### config.mk
export PLATFORM = sky130hd
export DESIGN_NAME = usonic_acq_scheduler
export DESIGN_NICKNAME = d
export VERILOG_FILES = /design/src/rtl/usonic_acq_scheduler.sv
export SDC_FILE = /design/constraint.sdc
export NUM_CORES = 1
export LEC_CHECK = 0
export CAP_MARGIN = 20
export CORE_ASPECT_RATIO = 0.6
export CORE_MARGIN = 5
export CORE_UTILIZATION = 48
export CTS_BUF_LIST = sky130_fd_sc_hd__clkbuf_4 sky130_fd_sc_hd__clkbuf_8
export DETAILED_ROUTE_END_ITERATION = 7
export GPL_TIMING_DRIVEN = 0
export MAX_ROUTING_LAYER = met4
export PLACE_DENSITY = 0.83
export SETUP_SLACK_MARGIN = 0.1
export SLEW_MARGIN = 20
export SYNTH_ARGS = -nofsm -noshare
export SYNTH_HDL_FRONTEND = slang
export SYNTH_SLANG_ARGS = --single-unit
### constraint.sdc
create_clock -name CLK_40 -period 5.2 [get_ports CLK_40]
set_clock_uncertainty 0.2 [all_clocks]
set_input_delay 0.78 -clock CLK_40 [delete_from_list [all_inputs] [get_ports CLK_40]]
set_output_delay 0.78 -clock CLK_40 [all_outputs]
set_load 0.1 [all_outputs]
### src/rtl/usonic_acq_scheduler.sv
// usonic_acq_scheduler: frame-level acquisition controller for the ultrasonic ranging path.
// Each frame drives one transmitter burst, round-robins sample slots across the SPI ADC
// masters and forwards one captured conversion per slot into the shared ADC FIFO.
// A rising FIFO-full edge halts acquisition until RST or ON=0.
// Optional build macro ACQ_CHAN_TAG_EN: tag each FIFO word with the source ADC index.
module usonic_acq_scheduler #(
  parameter int N_ADC         = 5,
  parameter int SLOT_CLKS     = 64,
  parameter int TX_HALF       = 512,
  parameter int BURST_PERIODS = 32,
  parameter int FRAME_PERIODS = 575
) (
  input  logic                CLK_40,
  input  logic                RST,
  input  logic                ON,
  input  logic [1:0]          ch_sel,
  input  logic [N_ADC-1:0]    adc_fin,
  input  logic [16*N_ADC-1:0] adc_data,
  input  logic                fifo_full,
  output logic [N_ADC-1:0]    adc_en,
  output logic [15:0]         adc_cmd,
  output logic                fifo_wr,
  output logic [15:0]         fifo_data,
  output logic                tx_p,
  output logic                tx_n,
  output logic                frame_start,
  output logic                halted
);

  localparam int PH_W   = $clog2(2 * TX_HALF);
  localparam int PER_W  = $clog2(FRAME_PERIODS + 1);
  localparam int SLOT_W = (SLOT_CLKS > 1) ? $clog2(SLOT_CLKS) : 1;
  localparam int IDX_W  = 3;

  localparam logic [PH_W-1:0]   PH_LAST   = PH_W'(2 * TX_HALF - 1);
  localparam logic [PH_W-1:0]   PH_HALF   = PH_W'(TX_HALF);
  localparam logic [PER_W-1:0]  PER_BURST = PER_W'(BURST_PERIODS);
  localparam logic [PER_W-1:0]  PER_FRAME = PER_W'(FRAME_PERIODS);
  localparam logic [SLOT_W-1:0] SLOT_LAST = SLOT_W'(SLOT_CLKS - 1);
  localparam logic [SLOT_W-1:0] EN_CLKS   = SLOT_W'(3 * SLOT_CLKS / 4);
  localparam logic [IDX_W-1:0]  IDX_LAST  = IDX_W'(N_ADC - 1);

  typedef enum logic [1:0] {S_IDLE, S_BURST, S_LISTEN, S_HALT} state_t;

  state_t              state_q, state_nxt;
  logic                frame_start_nxt;
  logic [PH_W-1:0]     phase_q, phase_nxt;
  logic [PER_W-1:0]    period_q, period_nxt, period_inc;
  logic [SLOT_W-1:0]   slot_q, slot_nxt;
  logic [IDX_W-1:0]    idx_q, idx_nxt;
  logic                slot_hit_q, slot_hit_nxt;
  logic [N_ADC-1:0]    fin_prev;
  logic                full_prev;
  logic                active_q, active_nxt, ph_wrap, slot_end, full_rise, edge_ok;
  logic [N_ADC-1:0]    adc_en_nxt;
  logic                vld_p0;
  logic [15:0]         data_p0;

  // Packs a raw 16-bit conversion into the FIFO word format.
`ifdef ACQ_CHAN_TAG_EN
  function automatic logic [15:0] pack_sample(input logic [15:0] raw, input logic [IDX_W-1:0] tag);
    pack_sample = {tag, 13'(raw >> 1)};
  endfunction
`else
  function automatic logic [15:0] pack_sample(input logic [15:0] raw);
    pack_sample = raw >> 1;
  endfunction
`endif

  assign adc_cmd    = {4'b0001, 1'b1, 2'b00, ch_sel, 7'b1000000};
  assign halted     = (state_q == S_HALT);
  assign active_q   = (state_q == S_BURST) || (state_q == S_LISTEN);
  assign active_nxt = (state_nxt == S_BURST) || (state_nxt == S_LISTEN);
  assign ph_wrap    = (phase_q == PH_LAST);
  assign slot_end   = (slot_q == SLOT_LAST);
  assign period_inc = period_q + 1'b1;
  assign full_rise  = fifo_full && !full_prev;
  // A write is taken only from the selected ADC, once per slot, while acquisition continues.
  assign edge_ok    = active_q && active_nxt && !slot_hit_q && adc_fin[idx_q] && !fin_prev[idx_q];
  assign adc_en_nxt = (active_nxt && (slot_nxt < EN_CLKS)) ? (N_ADC'(1) << idx_nxt) : '0;

  // FSM state register
  always_ff @(posedge CLK_40) begin
    if (RST) state_q <= S_IDLE;
    else     state_q <= state_nxt;
  end

  // Next-state logic: frame sequencing, overflow halt, ON override
  always_comb begin
    state_nxt       = state_q;
    frame_start_nxt = 1'b0;
    case (state_q)
      S_IDLE: begin
        state_nxt       = S_BURST;
        frame_start_nxt = 1'b1;
      end
      S_BURST: begin
        if (full_rise)                             state_nxt = S_HALT;
        else if (ph_wrap && period_inc == PER_BURST) state_nxt = S_LISTEN;
      end
      S_LISTEN: begin
        if (full_rise) state_nxt = S_HALT;
        else if (ph_wrap && period_inc == PER_FRAME) begin
          state_nxt       = S_BURST;
          frame_start_nxt = 1'b1;
        end
      end
      S_HALT:  state_nxt = S_HALT;
      default: state_nxt = S_IDLE;
    endcase
    if (!ON) begin
      state_nxt       = S_IDLE;
      frame_start_nxt = 1'b0;
    end
  end

  // Carrier phase, period, slot and ADC index counters; all clear whenever acquisition stops
  always_comb begin
    phase_nxt    = '0;
    period_nxt   = '0;
    slot_nxt     = '0;
    idx_nxt      = '0;
    slot_hit_nxt = 1'b0;
    if (active_q && active_nxt) begin
      phase_nxt    = ph_wrap ? '0 : phase_q + 1'b1;
      period_nxt   = ph_wrap ? ((period_inc == PER_FRAME) ? '0 : period_inc) : period_q;
      slot_nxt     = slot_end ? '0 : slot_q + 1'b1;
      idx_nxt      = slot_end ? ((idx_q == IDX_LAST) ? '0 : idx_q + 1'b1) : idx_q;
      slot_hit_nxt = slot_end ? 1'b0 : (slot_hit_q || edge_ok);
    end
  end

  // Counter registers and input edge history
  always_ff @(posedge CLK_40) begin
    if (RST) begin
      phase_q    <= '0;
      period_q   <= '0;
      slot_q     <= '0;
      idx_q      <= '0;
      slot_hit_q <= 1'b0;
      fin_prev   <= '0;
      full_prev  <= 1'b0;
    end else begin
      phase_q    <= phase_nxt;
      period_q   <= period_nxt;
      slot_q     <= slot_nxt;
      idx_q      <= idx_nxt;
      slot_hit_q <= slot_hit_nxt;
      fin_prev   <= adc_fin;
      full_prev  <= fifo_full;
    end
  end

  // ---- stage p0: edge register (capture valid) ----
  // Capture valid flag
  always_ff @(posedge CLK_40) begin
    if (RST) vld_p0 <= 1'b0;
    else     vld_p0 <= edge_ok;
  end

  // Captured sample word, loaded on an accepted edge
  always_ff @(posedge CLK_40) begin
    if (edge_ok) begin
`ifdef ACQ_CHAN_TAG_EN
      data_p0 <= pack_sample(adc_data[16*idx_q +: 16], idx_q);
`else
      data_p0 <= pack_sample(adc_data[16*idx_q +: 16]);
`endif
    end
  end

  // ---- stage p1: output register ----
  // Registered outputs; a pending write is dropped on full, halt or stop
  always_ff @(posedge CLK_40) begin
    if (RST) begin
      fifo_wr     <= 1'b0;
      fifo_data   <= '0;
      adc_en      <= '0;
      tx_p        <= 1'b0;
      tx_n        <= 1'b0;
      frame_start <= 1'b0;
    end else begin
      fifo_wr     <= vld_p0 && !fifo_full && active_nxt;
      if (vld_p0 && !fifo_full && active_nxt) fifo_data <= data_p0;
      adc_en      <= adc_en_nxt;
      tx_p        <= (state_nxt == S_BURST) && (phase_nxt >= PH_HALF);
      tx_n        <= (state_nxt == S_BURST) && (phase_nxt < PH_HALF);
      frame_start <= frame_start_nxt;
    end
  end

endmodule

==> results_dict.tcl, run 1 <==
set metrics [dict create \
    outcome "completed" \
    die_area_um2 10400 \
    arrival_ns 4.46 \
    placed_cell_area_um2 5320 \
    clkLatencyLatePin_ns 0.37 \
    cts_tree "done" \
    cts_max_path_buffers 2 \
    grt_start_max_net_pins 16 \
    required_ns 5.00 \
    routed_via_density 5.31 \
    drc_errors 0 \
    routed_wirelength_um 11400 \
    crit_chain "ha_1, and3_4, a31oi_1, a31o_4, and3_1, a211oi_1, nor2b_1, ha_1, nand2b_1, clkbuf_1, a211oi_1, o311ai_0, inv_1" \
    p_per_area_nw_per_um2 223 \
    drt_iter0_drc 448 \
    r2r_cells 13 \
    critPathCaptureType "register" \
    clock.fmax_mhz 214 \
    ys_warn_count 0 \
    postCtsSetupRepairBufs 0 \
    ys_async_sr_fraction 0 \
    grt_pass1_vias 3493 \
    cts_root_buf "clkbuf_8" \
    grt_antenna_before_repair 0 \
    grt_pass1_wl_um 17700 \
    max_cap_viol_count 0 \
    cp-start-kind "register" \
    gp_congestion 0.919 \
    cp_max_fo 15 \
    tightest_slew_ns 0.990 \
    final-hold-violation-count 0 \
    critPathKind "register to register" \
    multi_input_area_um2 2030 \
    port_buffers 110 \
    slew_violations 0 \
    vdd_drop_max_mv 0.139 \
    slew_headroom 0.338 \
    die_h_um 81.0 \
    synth_seq_area_share 0.425 \
    cts_hold_buf 0 \
    design_area_um2 5490 \
    antennaDiodeCount 0 \
    dp_hpwl_um 9250 \
    clk_pin_slew_ns 0.08 \
    row_count 25 \
    setup_tns_ns 0 \
    gr-total-overflow 0 \
    cpPeakStageDelay_ns 0.56 \
    nFillCells 626 \
    cts_buffers 9 \
    die_w_um 128 \
    synthCells 435 \
    vias 3619 \
    avgRoutedWirePerCell_um 16.7 \
    grt_use_total 0.229 \
    hold_path.class "register to register" \
    syn_area_per_cell_um2 9.26 \
    cpMaxStageDelayCell "inv_1" \
    start_util 0.501 \
    synth-seq-cells 78 \
    ios 133 \
    syn_to_final_growth_pct 36.2 \
    coreArea_um2 8040 \
    post_cts_resized 0 \
    regArea_um2 1710 \
    holdPathStages 2 \
    synth_ff_type "dfxtp_1" \
    cellLeakagePower_nw 2.06 \
    syn_area_um2 4030 \
    setup_viol 0 \
    post-route-min-period_ns 4.66 \
    design_power_total_mw 1.22 \
    rsz0062_at_grt "no" \
    dr.pass1.iters 5 \
    finalCritPeriodShare 0.897 \
    drive_gt1_frac 0.125 \
    fin_nets 672 \
    synth_edf_count 15 \
    htree_levels 3 \
    synth_cell_types 58 \
    cts_sinks 78 \
    postRouteAntennaNets 0 \
]
## report_power, final
group / internal (mW) / switching [mW] / total (mW)
combinational: 0.0863 / 0.107 / 0.193
sequential: 0.622 / 0.00310 / 0.625
clock: 0.173 / 0.232 / 0.406
total: 0.882 / 0.342 / 1.22
## cells in the final DEF, fill, tap and decap left out, drive strengths merged, types with 11 or more instances in the layout
cell type      synthesis  routed
and3                  11      11
nor2                  37      37
nand3                 11      11
ha                    12      12
clkbuf                12      21
nor2b                 11      11
edfxtp                15      15
conb                   2      15
o21ai                 27      27
mux4                  15      15
nand2                 64      64
dfxtp                 63      63
clkdlybuf4s50          0     110
inv                   24      25
a21oi                 27      27
buf                   28      28
## sequential cells by signal, indices dropped and copies added (netlist names)
name,flops
data_p0,15
state_q,2
phase_q,10
fifo_wr,1
adc_en,5
full_prev,1
fin_prev,5
tx_n,1
tx_p,1
idx_q,3
frame_start,1
slot_q,6
vld_p0,1
slot_hit_q,1
fifo_data,15
period_q,10
## kinds of logic after synthesis
group                      share of synthesized area
AOI/OAI and AO/OA                              0.123
xor gates and xnor gates                      0.0304
adders and majority gates                     0.0373
buffers and inverters                         0.0838
DFF                                            0.425
muxes                                         0.0888
other                                        0.00186
and+or+nand+nor                                0.210
## layer usage
layer / vias to the layer above / part of all wire / routed length, um / track usage
met5: - / 0 / 0 / -
met4: 0 / 0.0067 / 76 / 0.0519
met3: 12 / 0.077 / 879 / 0.0552
met2: 154 / 0.48 / 5410 / 0.347
met1: 1714 / 0.44 / 5010 / 0.312
li1: 1739 / - / - / -
## cells in the mapped netlist (6+ instances only)
cell type | count | area share
o21ai_0 | 26 | 0.032
mux4_2 | 15 | 0.084
nand2b_1 | 7 | 0.011
xor2_1 | 6 | 0.013
nor2_1 | 37 | 0.034
a21oi_1 | 26 | 0.032
buf_4 | 18 | 0.034
xnor2_1 | 8 | 0.017
nand3_1 | 8 | 0.0099
nor2b_1 | 11 | 0.017
ha_1 | 12 | 0.037
nand2_1 | 64 | 0.060
edfxtp_1 | 15 | 0.11
clkbuf_1 | 11 | 0.010
and3_1 | 9 | 0.014
dfxtp_1 | 63 | 0.31
inv_1 | 24 | 0.022
## path summary, 6_finish.rpt
| path | startpoint | to | slack, ns |
|---|---|---|---|
| setup reg to reg | period_q[1] | data_p0[5] | 0.54 |
| hold / removal | fifo_data[0] | fifo_data[0] | 0.26 |
| setup / recovery | period_q[1] | data_p0[5] | 0.54 |
| hold reg to reg | fifo_data[0] | fifo_data[0] | 0.26 |
## through the flow
stage	hold slack (ns)	utilization	setup slack [ns]	std cells
after floorplan	0.224	-	1.41	448
after global placement	0.237	0.661	0.620	666
after detailed placement	0.250	0.661	0.490	666
after CTS	0.262	0.683	0.589	682
after global routing	0.287	0.683	0.316	682
final	0.261	0.683	0.537	682
## critical path, delay by kind of cell, from the launching register on
family / cells / cell delay (ns)
AO/OA/AOI/OAI: 5 / 1.33
buffers and inverters: 2 / 0.79
adder cells (fa/ha/maj): 2 / 0.75
AND/OR/NAND/NOR: 4 / 0.71
flip-flops: 1 / 0.51
## final cells by class
| class | instances | share of cell area |
|---|---|---|
| Clock inverter | 7 | 0.00912 |
| Multi-Input combinational cell | 306 | 0.370 |
| Buffer | 40 | 0.0451 |
| Inverter | 24 | 0.0164 |
| Sequential cell | 78 | 0.312 |
| Timing Repair Buffer | 110 | 0.201 |
| Clock buffer | 9 | 0.0226 |
| Tap cell | 108 | 0.0246 |
Note: power is estimated with default switching activity, not from simulation.
==> run 2, diff against run 1 <==
--- a/config.mk
+++ b/config.mk
@@ -10,11 +10,14 @@
 export CORE_MARGIN = 5
 export CORE_UTILIZATION = 48
 export CTS_BUF_LIST = sky130_fd_sc_hd__clkbuf_4 sky130_fd_sc_hd__clkbuf_8
+export CTS_CLUSTER_DIAMETER = 120
 export DETAILED_ROUTE_END_ITERATION = 7
 export GPL_TIMING_DRIVEN = 0
 export MAX_ROUTING_LAYER = met4
 export PLACE_DENSITY = 0.83
 export SETUP_SLACK_MARGIN = 0.1
+export SKIP_CTS_REPAIR_TIMING = 1
+export SKIP_LAST_GASP = 1
 export SLEW_MARGIN = 20
 export SYNTH_ARGS = -nofsm -noshare
 export SYNTH_HDL_FRONTEND = slang
==> results of run 2 <==
The final DEF is identical to that of run 1; final timing and power are the same.
